--- src/rtl/ahb_pkg.sv ---
// Shared AHB-Lite encodings and the data-phase state type for the banked SRAM controller.
package ahb_pkg;

    localparam logic [1:0] HTRANS_IDLE   = 2'b00;
    localparam logic [1:0] HTRANS_BUSY   = 2'b01;
    localparam logic [1:0] HTRANS_NONSEQ = 2'b10;
    localparam logic [1:0] HTRANS_SEQ    = 2'b11;

    localparam logic [2:0] HSIZE_BYTE = 3'b000;
    localparam logic [2:0] HSIZE_HALF = 3'b001;
    localparam logic [2:0] HSIZE_WORD = 3'b010;

    localparam logic HRESP_OKAY  = 1'b0;
    localparam logic HRESP_ERROR = 1'b1;

    typedef enum logic [2:0] {
        DP_NONE,
        DP_READ,
        DP_WRITE,
        DP_ERR1,
        DP_ERR2
    } dp_state_e;

    // Byte lanes touched by a transfer of the given size at the given byte offset.
    function automatic logic [3:0] byte_lanes(input logic [2:0] size, input logic [1:0] offs);
        logic [3:0] lanes;
        case (size)
            HSIZE_BYTE: lanes = 4'b0001 << offs;
            HSIZE_HALF: lanes = offs[1] ? 4'b1100 : 4'b0011;
            default:    lanes = 4'b1111;
        endcase
        return lanes;
    endfunction

endpackage

--- src/rtl/ahb_sram_wbuf.sv ---
// One-entry posted-write buffer: captures the write address phase, takes the data
// at the end of the data phase, commits to SRAM in the next free port cycle and
// merges its pending bytes into reads of the same word.
module ahb_sram_wbuf
    import ahb_pkg::*;
#(
    parameter int AW = 10,
    parameter int BW = 2
) (
    input  logic          clk_i,
    input  logic          rst_ni,
    input  logic          aph_we_i,
    input  logic [BW-1:0] aph_bank_i,
    input  logic [AW-1:0] aph_word_i,
    input  logic [3:0]    aph_lanes_i,
    input  logic          load_i,
    input  logic [31:0]   wdata_i,
    input  logic          rd_aph_i,
    input  logic [BW-1:0] rd_bank_i,
    input  logic [AW-1:0] rd_word_i,
    input  logic [31:0]   rd_raw_i,
    output logic [31:0]   rd_merged_o,
    output logic          commit_o,
    output logic [BW-1:0] wb_bank_o,
    output logic [AW-1:0] wb_word_o,
    output logic [3:0]    wb_lanes_o,
    output logic [31:0]   wb_data_o
);

    // Address of the write currently in its data phase (not yet in the buffer).
    logic [BW-1:0] pa_bank_q, pa_bank_d;
    logic [AW-1:0] pa_word_q, pa_word_d;
    logic [3:0]    pa_lanes_q, pa_lanes_d;

    logic          wb_valid_q, wb_valid_d;
    logic [BW-1:0] wb_bank_q, wb_bank_d;
    logic [AW-1:0] wb_word_q, wb_word_d;
    logic [3:0]    wb_lanes_q, wb_lanes_d;
    logic [31:0]   wb_data_q, wb_data_d;

    logic hit;

    // A read address phase owns the SRAM port; otherwise a valid entry drains.
    assign commit_o   = wb_valid_q & ~rd_aph_i;
    assign wb_bank_o  = wb_bank_q;
    assign wb_word_o  = wb_word_q;
    assign wb_lanes_o = wb_lanes_q;
    assign wb_data_o  = wb_data_q;

    // Next state: capture write address, then load the entry when its data arrives.
    always_comb begin
        pa_bank_d  = pa_bank_q;
        pa_word_d  = pa_word_q;
        pa_lanes_d = pa_lanes_q;
        wb_valid_d = wb_valid_q & ~commit_o;
        wb_bank_d  = wb_bank_q;
        wb_word_d  = wb_word_q;
        wb_lanes_d = wb_lanes_q;
        wb_data_d  = wb_data_q;
        if (aph_we_i) begin
            pa_bank_d  = aph_bank_i;
            pa_word_d  = aph_word_i;
            pa_lanes_d = aph_lanes_i;
        end
        // A load in the same cycle as a commit leaves the new entry in place.
        if (load_i) begin
            wb_valid_d = 1'b1;
            wb_bank_d  = pa_bank_q;
            wb_word_d  = pa_word_q;
            wb_lanes_d = pa_lanes_q;
            wb_data_d  = wdata_i;
        end
    end

    // Control and address registers; reset discards any pending write.
    always_ff @(posedge clk_i or negedge rst_ni) begin
        if (!rst_ni) begin
            pa_bank_q  <= '0;
            pa_word_q  <= '0;
            pa_lanes_q <= '0;
            wb_valid_q <= 1'b0;
            wb_bank_q  <= '0;
            wb_word_q  <= '0;
            wb_lanes_q <= '0;
        end else begin
            pa_bank_q  <= pa_bank_d;
            pa_word_q  <= pa_word_d;
            pa_lanes_q <= pa_lanes_d;
            wb_valid_q <= wb_valid_d;
            wb_bank_q  <= wb_bank_d;
            wb_word_q  <= wb_word_d;
            wb_lanes_q <= wb_lanes_d;
        end
    end

    // Buffered write data.
    // NOTE: data-only storage has no reset; it is never observed unless wb_valid_q is set.
    always_ff @(posedge clk_i) begin
        wb_data_q <= wb_data_d;
    end

    // Overlay pending bytes onto SRAM read data when the read hits the buffered word.
    always_comb begin
        hit         = wb_valid_q && (wb_bank_q == rd_bank_i) && (wb_word_q == rd_word_i);
        rd_merged_o = rd_raw_i;
        for (int i = 0; i < 4; i++) begin
            if (hit && wb_lanes_q[i]) begin
                rd_merged_o[8*i +: 8] = wb_data_q[8*i +: 8];
            end
        end
    end

endmodule

--- src/rtl/ahb_sram_banked_ctrl.sv ---
// AHB-Lite slave over NBANKS single-port SRAM banks: address decode, data-phase
// FSM with two-cycle ERROR response, registered bank mux and posted writes.
module ahb_sram_banked_ctrl
    import ahb_pkg::*;
#(
    parameter int NBANKS = 3,
    parameter int AW     = 10
) (
    input  logic                  HCLK,
    input  logic                  HRESETn,
    input  logic                  HSEL,
    input  logic [31:0]           HADDR,
    input  logic [1:0]            HTRANS,
    input  logic                  HWRITE,
    input  logic [2:0]            HSIZE,
    input  logic [31:0]           HWDATA,
    input  logic                  HREADY,
    output logic                  HREADYOUT,
    output logic                  HRESP,
    output logic [31:0]           HRDATA,
    output logic [NBANKS-1:0]     SRAM_EN,
    output logic [3:0]            SRAM_WE,
    output logic [AW-1:0]         SRAM_A,
    output logic [31:0]           SRAM_DI,
    input  logic [NBANKS*32-1:0]  SRAM_DO
);

    localparam int BW = (NBANKS > 1) ? $clog2(NBANKS) : 1;
    localparam logic [BW:0] NBANKS_L = NBANKS[BW:0];

    dp_state_e state_q, state_d;
    logic [BW-1:0] rd_bank_q, rd_bank_d;
    logic [AW-1:0] rd_word_q, rd_word_d;

    logic [BW-1:0] aph_bank;
    logic [AW-1:0] aph_word;
    logic [3:0]    aph_lanes;
    logic          accept, illegal, rd_aph, wr_aph;
    logic [31:0]   rd_raw, rd_merged;
    logic          commit;
    logic [BW-1:0] wb_bank;
    logic [AW-1:0] wb_word;
    logic [3:0]    wb_lanes;
    logic [31:0]   wb_data;
    logic          unused_in;

    // Upper address bits alias onto the populated range; HTRANS[0] only separates SEQ/NONSEQ.
    assign unused_in = ^{HADDR[31:AW+BW+2], HTRANS[0]};

    assign aph_bank  = HADDR[AW+BW+1:AW+2];
    assign aph_word  = HADDR[AW+1:2];
    assign aph_lanes = byte_lanes(HSIZE, HADDR[1:0]);
    // Held reset also blocks the address-phase SRAM access so every output sits idle.
    assign accept    = HSEL & HREADY & HTRANS[1] & HRESETn;
    assign illegal   = (HSIZE > HSIZE_WORD) | ({1'b0, aph_bank} >= NBANKS_L);
    assign rd_aph    = accept & ~HWRITE & ~illegal;
    assign wr_aph    = accept & HWRITE & ~illegal;

    ahb_sram_wbuf #(
        .AW (AW),
        .BW (BW)
    ) u_wbuf (
        .clk_i       (HCLK),
        .rst_ni      (HRESETn),
        .aph_we_i    (wr_aph),
        .aph_bank_i  (aph_bank),
        .aph_word_i  (aph_word),
        .aph_lanes_i (aph_lanes),
        .load_i      (state_q == DP_WRITE),
        .wdata_i     (HWDATA),
        .rd_aph_i    (rd_aph),
        .rd_bank_i   (rd_bank_q),
        .rd_word_i   (rd_word_q),
        .rd_raw_i    (rd_raw),
        .rd_merged_o (rd_merged),
        .commit_o    (commit),
        .wb_bank_o   (wb_bank),
        .wb_word_o   (wb_word),
        .wb_lanes_o  (wb_lanes),
        .wb_data_o   (wb_data)
    );

    // Next data-phase state and bus response outputs.
    // NOTE: every output of this block gets a default first so no path can infer a latch.
    always_comb begin
        state_d   = DP_NONE;
        rd_bank_d = rd_bank_q;
        rd_word_d = rd_word_q;
        HREADYOUT = 1'b1;
        HRESP     = HRESP_OKAY;
        HRDATA    = '0;
        if (state_q == DP_ERR1) begin
            state_d = DP_ERR2;
        end else if (accept) begin
            if (illegal)     state_d = DP_ERR1;
            else if (HWRITE) state_d = DP_WRITE;
            else             state_d = DP_READ;
        end
        if (rd_aph) begin
            rd_bank_d = aph_bank;
            rd_word_d = aph_word;
        end
        case (state_q)
            DP_READ: HRDATA = rd_merged;
            DP_ERR1: begin
                HREADYOUT = 1'b0;
                HRESP     = HRESP_ERROR;
            end
            DP_ERR2: HRESP = HRESP_ERROR;
            default: ;
        endcase
    end

    // Data-phase state and registered read address.
    // NOTE: sequential state uses <= so all registers update together from pre-edge values.
    always_ff @(posedge HCLK or negedge HRESETn) begin
        if (!HRESETn) begin
            state_q   <= DP_NONE;
            rd_bank_q <= '0;
            rd_word_q <= '0;
        end else begin
            state_q   <= state_d;
            rd_bank_q <= rd_bank_d;
            rd_word_q <= rd_word_d;
        end
    end

    // Read-data mux driven by the registered bank, so it settles before the data phase.
    always_comb begin
        rd_raw = '0;
        for (int k = 0; k < NBANKS; k++) begin
            if (rd_bank_q == BW'(k)) rd_raw = SRAM_DO[32*k +: 32];
        end
    end

    // SRAM port arbitration: an address-phase read wins, otherwise the buffer drains.
    always_comb begin
        SRAM_EN = '0;
        SRAM_WE = '0;
        SRAM_A  = '0;
        SRAM_DI = '0;
        if (rd_aph) begin
            SRAM_EN[aph_bank] = 1'b1;
            SRAM_A            = aph_word;
        end else if (commit) begin
            SRAM_EN[wb_bank] = 1'b1;
            SRAM_WE          = wb_lanes;
            SRAM_A           = wb_word;
            SRAM_DI          = wb_data;
        end
    end

endmodule

--- config.mk ---
export PLATFORM = sky130hd
export DESIGN_NAME = ahb_sram_banked_ctrl
export DESIGN_NICKNAME = d
export VERILOG_FILES = /design/src/rtl/ahb_pkg.sv /design/src/rtl/ahb_sram_wbuf.sv /design/src/rtl/ahb_sram_banked_ctrl.sv
export SDC_FILE = /design/constraint.sdc
export NUM_CORES = 1
export LEC_CHECK = 0
export BUFFER_PORTS_ARGS = -buffer_cell sky130_fd_sc_hd__buf_2
export CAP_MARGIN = 5
export CORE_AREA = 2 2 110 112
export CTS_BUF_LIST = sky130_fd_sc_hd__clkbuf_4 sky130_fd_sc_hd__clkbuf_8
export DETAILED_ROUTE_END_ITERATION = 16
export DIE_AREA = 0 0 112 114
export PLACE_DENSITY = 0.75
export SYNTH_ARGS = -nofsm -noshare
export SYNTH_HDL_FRONTEND = slang
export SYNTH_SLANG_ARGS = --single-unit
--- constraint.sdc ---
create_clock -name HCLK -period 2.11 [get_ports HCLK]
set_input_delay 0.422 -clock HCLK [delete_from_list [all_inputs] [get_ports HCLK]]
set_output_delay 0.422 -clock HCLK [all_outputs]
set_load 0.02 [all_outputs]
### After elaboration in Yosys (flattened, before gate mapping)

Index checks and enable logic that the tools add are counted.

| word-level totals | value |
|---|---|
| register bits after elaboration | 80 |
| output and inout port bits | 83 |

| operators by class | value |
|---|---|
| order comparisons | 6 |
| equal/unequal tests | 9 |
| shifts and indexed selects | 1 |
| mux-type cells | 29 |
| bitwise gates (word level) | 14 |
| reduce and logical (&&, ||, !) cells | 11 |

Operator list:

| kind | count |
|---|---|
| 2-to-1 mux 32 bit | 6 |
| 2-to-1 mux 8 bit | 4 |
| 2-to-1 mux 10 bit | 2 |
| 2-to-1 mux 4 bit | 3 |
| == test 10 bit | 1 |
| AND 1 bit | 9 |
| 2-to-1 mux 3 bit | 3 |
| logical AND 1 bit | 8 |
| one-hot mux 4 bit (2 select lines) | 1 |
| == test 3 x 1 -> 1 bit, second input constant | 2 |
| == test 3 x 2 -> 1 bit, second input constant | 2 |
| less-than comparator 2 x 3 -> 1 bit, second input constant | 2 |
| 2-to-1 mux 2 bit | 3 |
| 2-to-1 mux 1 bit | 5 |
| demux 1 bit (select 2 bit) | 2 |
| greater-or-equal comparator 2 x 1 -> 1 bit, second input constant | 2 |
| inverter 1 bit | 4 |
| left shift 1 x 2 -> 4 bit, first input constant | 1 |
| == test 3 bit, second input constant | 1 |
| > comparator 3 x 2 -> 1 bit, second input constant | 1 |
| zero test 3 bit | 1 |
| == test 2 x 1 -> 1 bit, second input constant | 1 |
| == test 2 bit | 1 |
| == test 2 bit, second input constant | 1 |
| other kinds (4) | 4 |

### Depth between registers and ports, before layout

Gate-level depths: netlist of run 1.

| logic depth | value |
|---|---|
| depth after elaboration | 10 |
| gate-level depth with buffers | 7 |
| gate-level depth less buffers | 4 |

### By module

From an unflattened synthesis of run 1, not the netlist that was laid out.

| unflattened totals | value |
|---|---|
| cells, all modules | 423 |
| area total of the unflattened synthesis | 4675.7 um2 |

Modules (own cells, without submodules):

| module | times used | cells an instance | area an instance (um2) |
|---|---|---|---|
| ahb_sram_wbuf | 1 | 165 | 2726.4 |
| ahb_sram_banked_ctrl | 1 | 258 | 1949.4 |

### Least setup slack after synthesis of run 1

Ideal clock, no wire load.

| timing | value |
|---|---|
| path type | register to output |
| start | register rd_bank_q[0] |
| end | output HRDATA[0] |
| data arrival time | 1943 ps |
| required time | 1688 ps |
| setup slack | -255 ps |
| cell stages (with the launch flop) | 6 |
| buffers on the path | 1 |
| cells stage by stage | dfrtp_1 > buf_6 > xnor2_2 > nand4_4 > nor4_4 > mux2i_1 |

| between the ends | value |
|---|---|
| cells in the longest elaborated chain, start to end | 6 |
| elaborated cells between the ends (all ways) | 12 |

Ends and longest elaborated chain:

| what | line | text |
|---|---|---|
| from (decl) | ahb_sram_banked_ctrl.sv:32 | `logic [BW-1:0] rd_bank_q, rd_bank_d;` |
| from (signal assigned) | ahb_sram_banked_ctrl.sv:123 | `rd_bank_q <= rd_bank_d;` |
| zero test 2 bit / == test 2 bit (equally long branches) | ahb_sram_banked_ctrl.sv:132, ahb_sram_wbuf.sv:104 |  |
| 2-to-1 mux 32 bit / logical AND 1 bit (equally long branches) (2 in a row) | ahb_sram_banked_ctrl.sv:132, ahb_sram_wbuf.sv:104 |  |
| 2-to-1 mux 32 bit / logical AND 1 bit (equally long branches) | ahb_sram_banked_ctrl.sv:132, ahb_sram_wbuf.sv:107 |  |
| 2-to-1 mux 8 bit (*) | ahb_sram_wbuf.sv:107 | `if (hit && wb_lanes_q[i]) begin` |
| 2-to-1 mux 32 bit (*) | ahb_sram_banked_ctrl.sv:103 | `case (state_q)` |
| to (decl) | ahb_sram_banked_ctrl.sv:20 | `output logic [31:0] HRDATA,` |

Every way passes the cells marked *; elsewhere a longest branch is shown, timed or not.

### Worst setup path in the final report of run 1

| timing | value |
|---|---|
| start | register rd_word_q[1] |
| end | output HRDATA[17] |

| between the ends | value |
|---|---|
| cells in the longest elaborated chain, start to end | 5 |

Ends and longest elaborated chain:

| what | line | text |
|---|---|---|
| from (decl) | ahb_sram_banked_ctrl.sv:33 | `logic [AW-1:0] rd_word_q, rd_word_d;` |
| from (signal assigned) | ahb_sram_banked_ctrl.sv:124 | `rd_word_q <= rd_word_d;` |
| == test 10 bit | ahb_sram_wbuf.sv:104 | `hit = wb_valid_q && (wb_bank_q == rd_bank_i) && (wb_word_q == rd_word_i);` |
| logical AND 1 bit | ahb_sram_wbuf.sv:104 |  |
| logical AND 1 bit | ahb_sram_wbuf.sv:107 |  |
| 2-to-1 mux 8 bit | ahb_sram_wbuf.sv:107 |  |
| 2-to-1 mux 32 bit | ahb_sram_banked_ctrl.sv:103 |  |

Every way passes these cells.

==> impl_metrics.env, run 1 <==
export IMPL_groute_usage_overall_pct=22.5
export IMPL_async_flop_share_pct=60.0
export IMPL_instances_no_fill=855
export IMPL_crit_type="register to output port"
export IMPL_finalSetupViolations=76
export IMPL_synth_distinct_cells=37
export IMPL_comb_power_share_pct=29.4
export IMPL_clock_fmax_ghz=0.389
export IMPL_syn_num_nets=595
export IMPL_dieArea_sq_mm=0.0128
export IMPL_synth_ff_type="dfrtp_1"
export IMPL_area_growth_pct=60.4
export IMPL_synth_edff_count=32
export IMPL_placed_area_sq_mm=0.00647
export IMPL_antenna_found_initial=0
export IMPL_hp_class="primary input to async pin"
export IMPL_p_total_uw=4730
export IMPL_dp_hpwl_mm=10.2
export IMPL_pin_count=253
export IMPL_rr_worst_depth=3
export IMPL_drtAntennaViolNets=0
export IMPL_fin_skew_ns=0.0137
export IMPL_grt_start_max_net_pins=65
export IMPL_r2r_slack_ns=0.63
export IMPL_clk_path_buf_depth=2
export IMPL_maxSlewHeadroom_pct=60.3
export IMPL_dpl_cell_count=815
export IMPL_syn_area_per_cell_sq_um=11.2
export IMPL_core_sq_mm=0.0117
export IMPL_worstReg2RegStart="state_q[2]"
export IMPL_ys_seq_elements=80
export IMPL_seq_area_frac_synth_pct=45.4
export IMPL_drt_total_wl_mm=15.1
export IMPL_synth_largest_area_cell="dfrtp_1"
export IMPL_fin_crit_sh_pct=122
export IMPL_drt_iter0_drc=165
export IMPL_switching_share_pct=30.0
export IMPL_rows=40
export IMPL_fin_nets=873
export IMPL_htree_levels=3
export IMPL_port_buffers=233
export IMPL_grt_pass1_wl_mm=22.5
export IMPL_num_antenna_cells=0
export IMPL_arrival_ns=2.15
export IMPL_period_needed_ns=2.57
export IMPL_clkPwrFrac_pct=30.0
export IMPL_worstMarginPinSlew_ns=0.596
export IMPL_cts_tree="built"
export IMPL_p_per_area_mw_per_mm2=618
export IMPL_yosysWarnings=0
export IMPL_startpoint="rd_word_q[1]"
export IMPL_cts_buffers=9
export IMPL_vias_per_cell=5.15
export IMPL_die_w_um=112
export IMPL_gp_congestion=0.899
export IMPL_peakVddDrop_uv=510
export IMPL_path_clk_slew_ns=0.09
export IMPL_remaining_drc_errors=0
export IMPL_firstDrtPassIters=4
export IMPL_rsz0062_at_grt="true"
export IMPL_grt_pass1_vias=4405
export IMPL_gr_total_overflow=0
export IMPL_clock_root_buffer="clkbuf_8"
export IMPL_yosys_top_cells_area="dfrtp_1 25%, edfxtp_1 20%, mux2i_1 13%"
export IMPL_regToRegEndpoint="u_wbuf.wb_word_o[5]"
export IMPL_p_leak_uw=0.00347
export IMPL_required_ns=1.69
export IMPL_clk_insertion_delay_late_ns=0.36
export IMPL_finalHoldViolCount=0
export IMPL_cp_end_kind="output port"
export IMPL_num_vias=4403
export IMPL_violations="setup timing"
export IMPL_die_h_um=114
export IMPL_report_final_slew_viol_count=0
export IMPL_post_route_cell_area_sq_mm=0.00765
export IMPL_wire_per_inst_um=17.7
export IMPL_p_int_uw=3310
export IMPL_switchingPower_uw=1420
export IMPL_status="finished with violations"
export IMPL_start_kind="register"
export IMPL_final_setup_tns_ns=-16.36
export IMPL_syn_area_sq_mm=0.00477
export IMPL_clock_sinks=80
export IMPL_max_cap_violations=0
export IMPL_floorplan_initialDensity_pct=40.7
export IMPL_hold_ws_ns=0.148
export IMPL_synthDominantCellAreaShare_pct=25.2
export IMPL_seqPwrFrac_pct=40.6
export IMPL_finalWorstSetupSlack_ns=-0.462
export IMPL_syn_instance_count=425
export IMPL_drive_gt1_share_pct=54.4
export IMPL_crit_fanout=8
[through the flow]
stage,util [%],setup WS (ns)
2_1_floorplan,-,-0.234
3_3_place_gp,55.3,-0.0707
3_5_place_dp,55.3,-0.0926
4_1_cts,62.1,-0.466
5_1_grt,65.3,-0.571
6_report,65.3,-0.462
[sequential cells by signal (all words and copies together) (netlist names)]
| signal | flops |
|---|---|
| rd_bank_q | 2 |
| rd_word_q | 10 |
| state_q | 3 |
| u_wbuf.pa_bank_q | 2 |
| u_wbuf.pa_lanes_q | 4 |
| u_wbuf.pa_word_q | 10 |
| u_wbuf.wb_bank_o | 2 |
| u_wbuf.wb_data_o | 32 |
| u_wbuf.wb_lanes_o | 4 |
| u_wbuf.wb_valid_q | 1 |
| u_wbuf.wb_word_o | 10 |
[cell usage after synthesis, types with 2 or more instances]
cell type	n
inv_1	6
edfxtp_1	32
a22o_1	10
clkbuf_1	21
nor3b_1	2
nor2_1	4
nor4_4	4
o21ai_0	2
dfrtp_1	48
a21oi_1	3
a21o_1	2
mux2_1	39
mux2i_1	64
nand3b_1	3
nand3_1	5
xnor2_1	8
xnor2_2	4
a21boi_0	2
nand2_1	72
o21ai_1	4
o2bb2ai_1	32
buf_6	2
buf_2	7
and2_1	36
[what timing repair did]
| item | in CTS | in global routing |
|---|---|---|
| hold buffers | 0 | 0 |
| gates resized for setup | 110 | 98 |
| setup endpoints to repair | 81 | 81 |
| gates cloned | 4 | 1 |
| buffers inserted | 14 | 10 |
| pin swaps | 15 | 38 |
| hold endpoints to repair | 0 | 0 |
[power groups by stage]
stage,registers (uW),logic (uW),clock network (uW)
after floorplan,1900,760,0
after global placement,1920,1240,0
after detailed placement,1930,1270,0
after CTS,1910,1340,1440
after global routing,1940,1500,1500
final,1920,1390,1420
[worst max-delay path: stages (launching register included)]
cell	delay, ns
dfrtp_1	0.39
xnor2_1	0.22
nand4_2	0.17
buf_12	0.17
nor4_4	0.26
buf_12	0.18
mux2i_1	0.21
buf_4	0.17
[worst max path at each step]
stage / slack [ns] / end / cells past startpoint
after floorplan: -0.23 / HRDATA[0] / 5
after global placement: -0.07 / HRDATA[6] / 7
after detailed placement: -0.09 / SRAM_DI[13] / 7
after CTS: -0.47 / HRDATA[20] / 6
after global routing: -0.57 / HRDATA[17] / 7
final: -0.46 / HRDATA[17] / 7
[cells by family after synthesis]
kind of cell | count (synthesis) | synth area share, %
xor gates and xnor gates | 12 | 2.83
muxes | 103 | 22.7
AOI/OAI and AO/OA | 59 | 10.1
buffers and inverters | 37 | 3.41
DFF | 80 | 45.4
and+or+nand+nor | 134 | 15.6
[area by class of cell]
type	instances	area (sq um)
clock inverter	7	126
timing repair buffer	298	2340
clock buffer	9	124
tap	147	184
sequential	80	2160
fill	876	4060
inverter	6	22.5
multi-input combinational	308	2690
[cell usage in the layout (no fill, tap or decap), drive strengths merged, types with 2 or more instances in the layout]
cell     synthesis  layout
o2bb2ai         32      32
clkbuf          21      10
nor3b            2       2
dfrtp           48      48
buf             10     297
a21oi            3       3
nor4             4       4
a22o            10      10
xnor2           12      12
o21ai            6       6
mux2i           64      64
nand2           72      72
and2            36      36
nand4            2       2
nor2             4       4
edfxtp          32      32
a21boi           2       2
inv              6       9
nand3            6       6
bufinv           0       3
mux2            39      39
a21o             2       2
nand3b           3       3
[metal layers]
metal	part of all wire (%)	GRT usage (%)
met5	0	0
met4	2.4	8.05
met3	6.4	3.99
met2	52	39.4
met1	39	28.0
Power figures use the tool's default switching activity.
==> run 2: changes to the inputs <==
Settings changed: CORE_AREA 2 2 110 112 to 8 8 116 118, DIE_AREA 0 0 112 114 to 0 0 124 126, SLEW_MARGIN from default to 20.
==> run 2 against run 1 <==
The run still ends with setup timing left; maximum frequency is 1.1% lower; core utilization is 0.93 points higher; register-to-register slack worse by 0.04 ns; global-route usage is 2.0 points lower; die area is 22% higher; sequential power about the same; clock power about the same; worst setup slack worse by 0.028 ns; flip-flop and latch count unchanged; total power up 1.5%.
==> impl_metrics.env, run 2 (synthesized netlist as in run 1, its figures left out) <==
export IMPL_area_growth_pct=62.7
export IMPL_grt_pass1_vias=4819
export IMPL_grt_start_max_net_pins=49
export IMPL_port_buffers=233
export IMPL_cp_end_kind="output port"
export IMPL_worstMarginPinSlew_ns=0.590
export IMPL_crit_fanout=8
export IMPL_finish_utilization_pct=66.2
export IMPL_clock_fmax_ghz=0.385
export IMPL_core_sq_mm=0.0117
export IMPL_finalWorstSetupSlack_ns=-0.490
export IMPL_die_h_um=126
export IMPL_dp_hpwl_mm=12.3
export IMPL_peakVddDrop_uv=446
export IMPL_vias_per_cell=5.22
export IMPL_hp_class="primary input to async pin"
export IMPL_final_setup_tns_ns=-18.96
export IMPL_rsz0062_at_grt="true"
export IMPL_num_vias=4467
export IMPL_die_w_um=124
export IMPL_period_needed_ns=2.60
export IMPL_wire_per_inst_um=19.6
export IMPL_pin_count=253
export IMPL_violations="setup timing"
export IMPL_fin_skew_ns=0.00997
export IMPL_layout_common_cells="150 x buf_2, 71 x nand2_1, 65 x buf_4"
export IMPL_crit_type="register to output port"
export IMPL_drt_total_wl_mm=16.7
export IMPL_drt_iter0_drc=214
export IMPL_max_cap_violations=0
export IMPL_cts_tree="built"
export IMPL_drtAntennaViolNets=0
export IMPL_remaining_drc_errors=0
export IMPL_finalHoldViolCount=0
export IMPL_required_ns=1.69
export IMPL_clk_path_buf_depth=2
export IMPL_clock_sinks=80
export IMPL_arrival_ns=2.18
export IMPL_clk_insertion_delay_late_ns=0.36
export IMPL_report_final_slew_viol_count=0
export IMPL_finalSetupViolations=79
export IMPL_p_leak_uw=0.00348
export IMPL_floorplan_initialDensity_pct=40.7
export IMPL_status="finished with violations"
export IMPL_hold_ws_ns=0.165
export IMPL_p_per_area_mw_per_mm2=618
export IMPL_antenna_found_initial=2
export IMPL_largest_reg_flops=32
export IMPL_start_kind="register"
export IMPL_grt_pass1_wl_mm=24.8
export IMPL_drive_gt1_share_pct=55.4
export IMPL_firstDrtPassIters=4
export IMPL_htree_levels=3
export IMPL_ctsHoldBuffers=0
export IMPL_gr_total_overflow=0
export IMPL_rows=40
export IMPL_gp_congestion=0.901
export IMPL_path_clk_slew_ns=0.09
export IMPL_fin_nets=872
export IMPL_fin_crit_sh_pct=123
export IMPL_maxSlewHeadroom_pct=60.6
export IMPL_clock_root_buffer="clkbuf_8"
export IMPL_cts_buffers=9
export IMPL_groute_usage_overall_pct=20.5
export IMPL_layout_commonest_cell="buf_2"
export IMPL_dieArea_sq_mm=0.0156
export IMPL_dpl_worst_slack_ns=-0.235
-- run 2: cell types whose count changed in the layout (fill, tap and decap cells not counted), sizes merged --
cell and delta:
diode +1, clkinv +1, inv -2
-- run 2: path summary, 6_finish.rpt --
check	start	to	slack [ns]	depth (start not counted)
setup reg to reg	state_q[2]	u_wbuf.wb_bank_o[1]	0.59	3
hold / removal	HRESETn	u_wbuf.wb_lanes_o[2]	0.17	2
hold reg to reg	u_wbuf.pa_lanes_q[3]	u_wbuf.pa_lanes_q[3]	0.48	1
max in group asynchronous	HRESETn	rd_bank_q[1]	1.52	2
min in group HCLK	HWDATA[3]	u_wbuf.wb_data_o[3]	0.23	1
setup / recovery	u_wbuf.wb_word_o[1]	HRDATA[10]	-0.49	7
-- run 2: power by group --
part	total [uW]	leakage [uW]	internal [uW]	switching (uW)
registers	1920	0.000923	1780	137
clock network	1410	0.000122	810	597
logic	1470	0.00243	771	697
-- run 2: cell type report --
class | count | area (sq um)
Clock inverter | 6 | 118
Tap cell | 147 | 184
Multi-Input combinational cell | 308 | 2760
Timing Repair Buffer | 297 | 2370
Fill cell | 884 | 3950
Antenna cell | 1 | 2.50
Clock buffer | 10 | 131
Sequential cell | 80 | 2160
Inverter | 6 | 27.5
-- run 2: stage by stage --
stage	instance area, sq um	cells	total power (uW)
final	7760	855	4790
after global routing	7760	855	5010
after CTS	7710	856	4780
after detailed placement	6550	822	3230
after global placement	6550	822	3170
after floorplan	4800	425	2660
-- run 2: worst max-delay path: stages (launching register included) --
cell     delay (ns)
dfrtp_1        0.42
xnor2_2        0.21
nand4_2        0.19
buf_6          0.18
nor4_4         0.25
buf_12         0.18
mux2i_2        0.22
buf_4          0.17
-- run 2: timing repair --
action,4_1_cts,5_1_grt
cloned,6,0
setup buffers,12,3
resized for setup,199,24
setup endpoints to repair,64,80
pin swaps,42,10
-- run 2: metal layers --
metal	GRT usage, %	part of all wire (%)	wire (um)	up-vias
li1	-	-	-	2093
met1	22.8	38	6360	2159
met2	36.4	51	8470	180
met3	4.07	8.6	1440	33
met4	8.96	2.7	450	2
met5	0	0.048	8	-
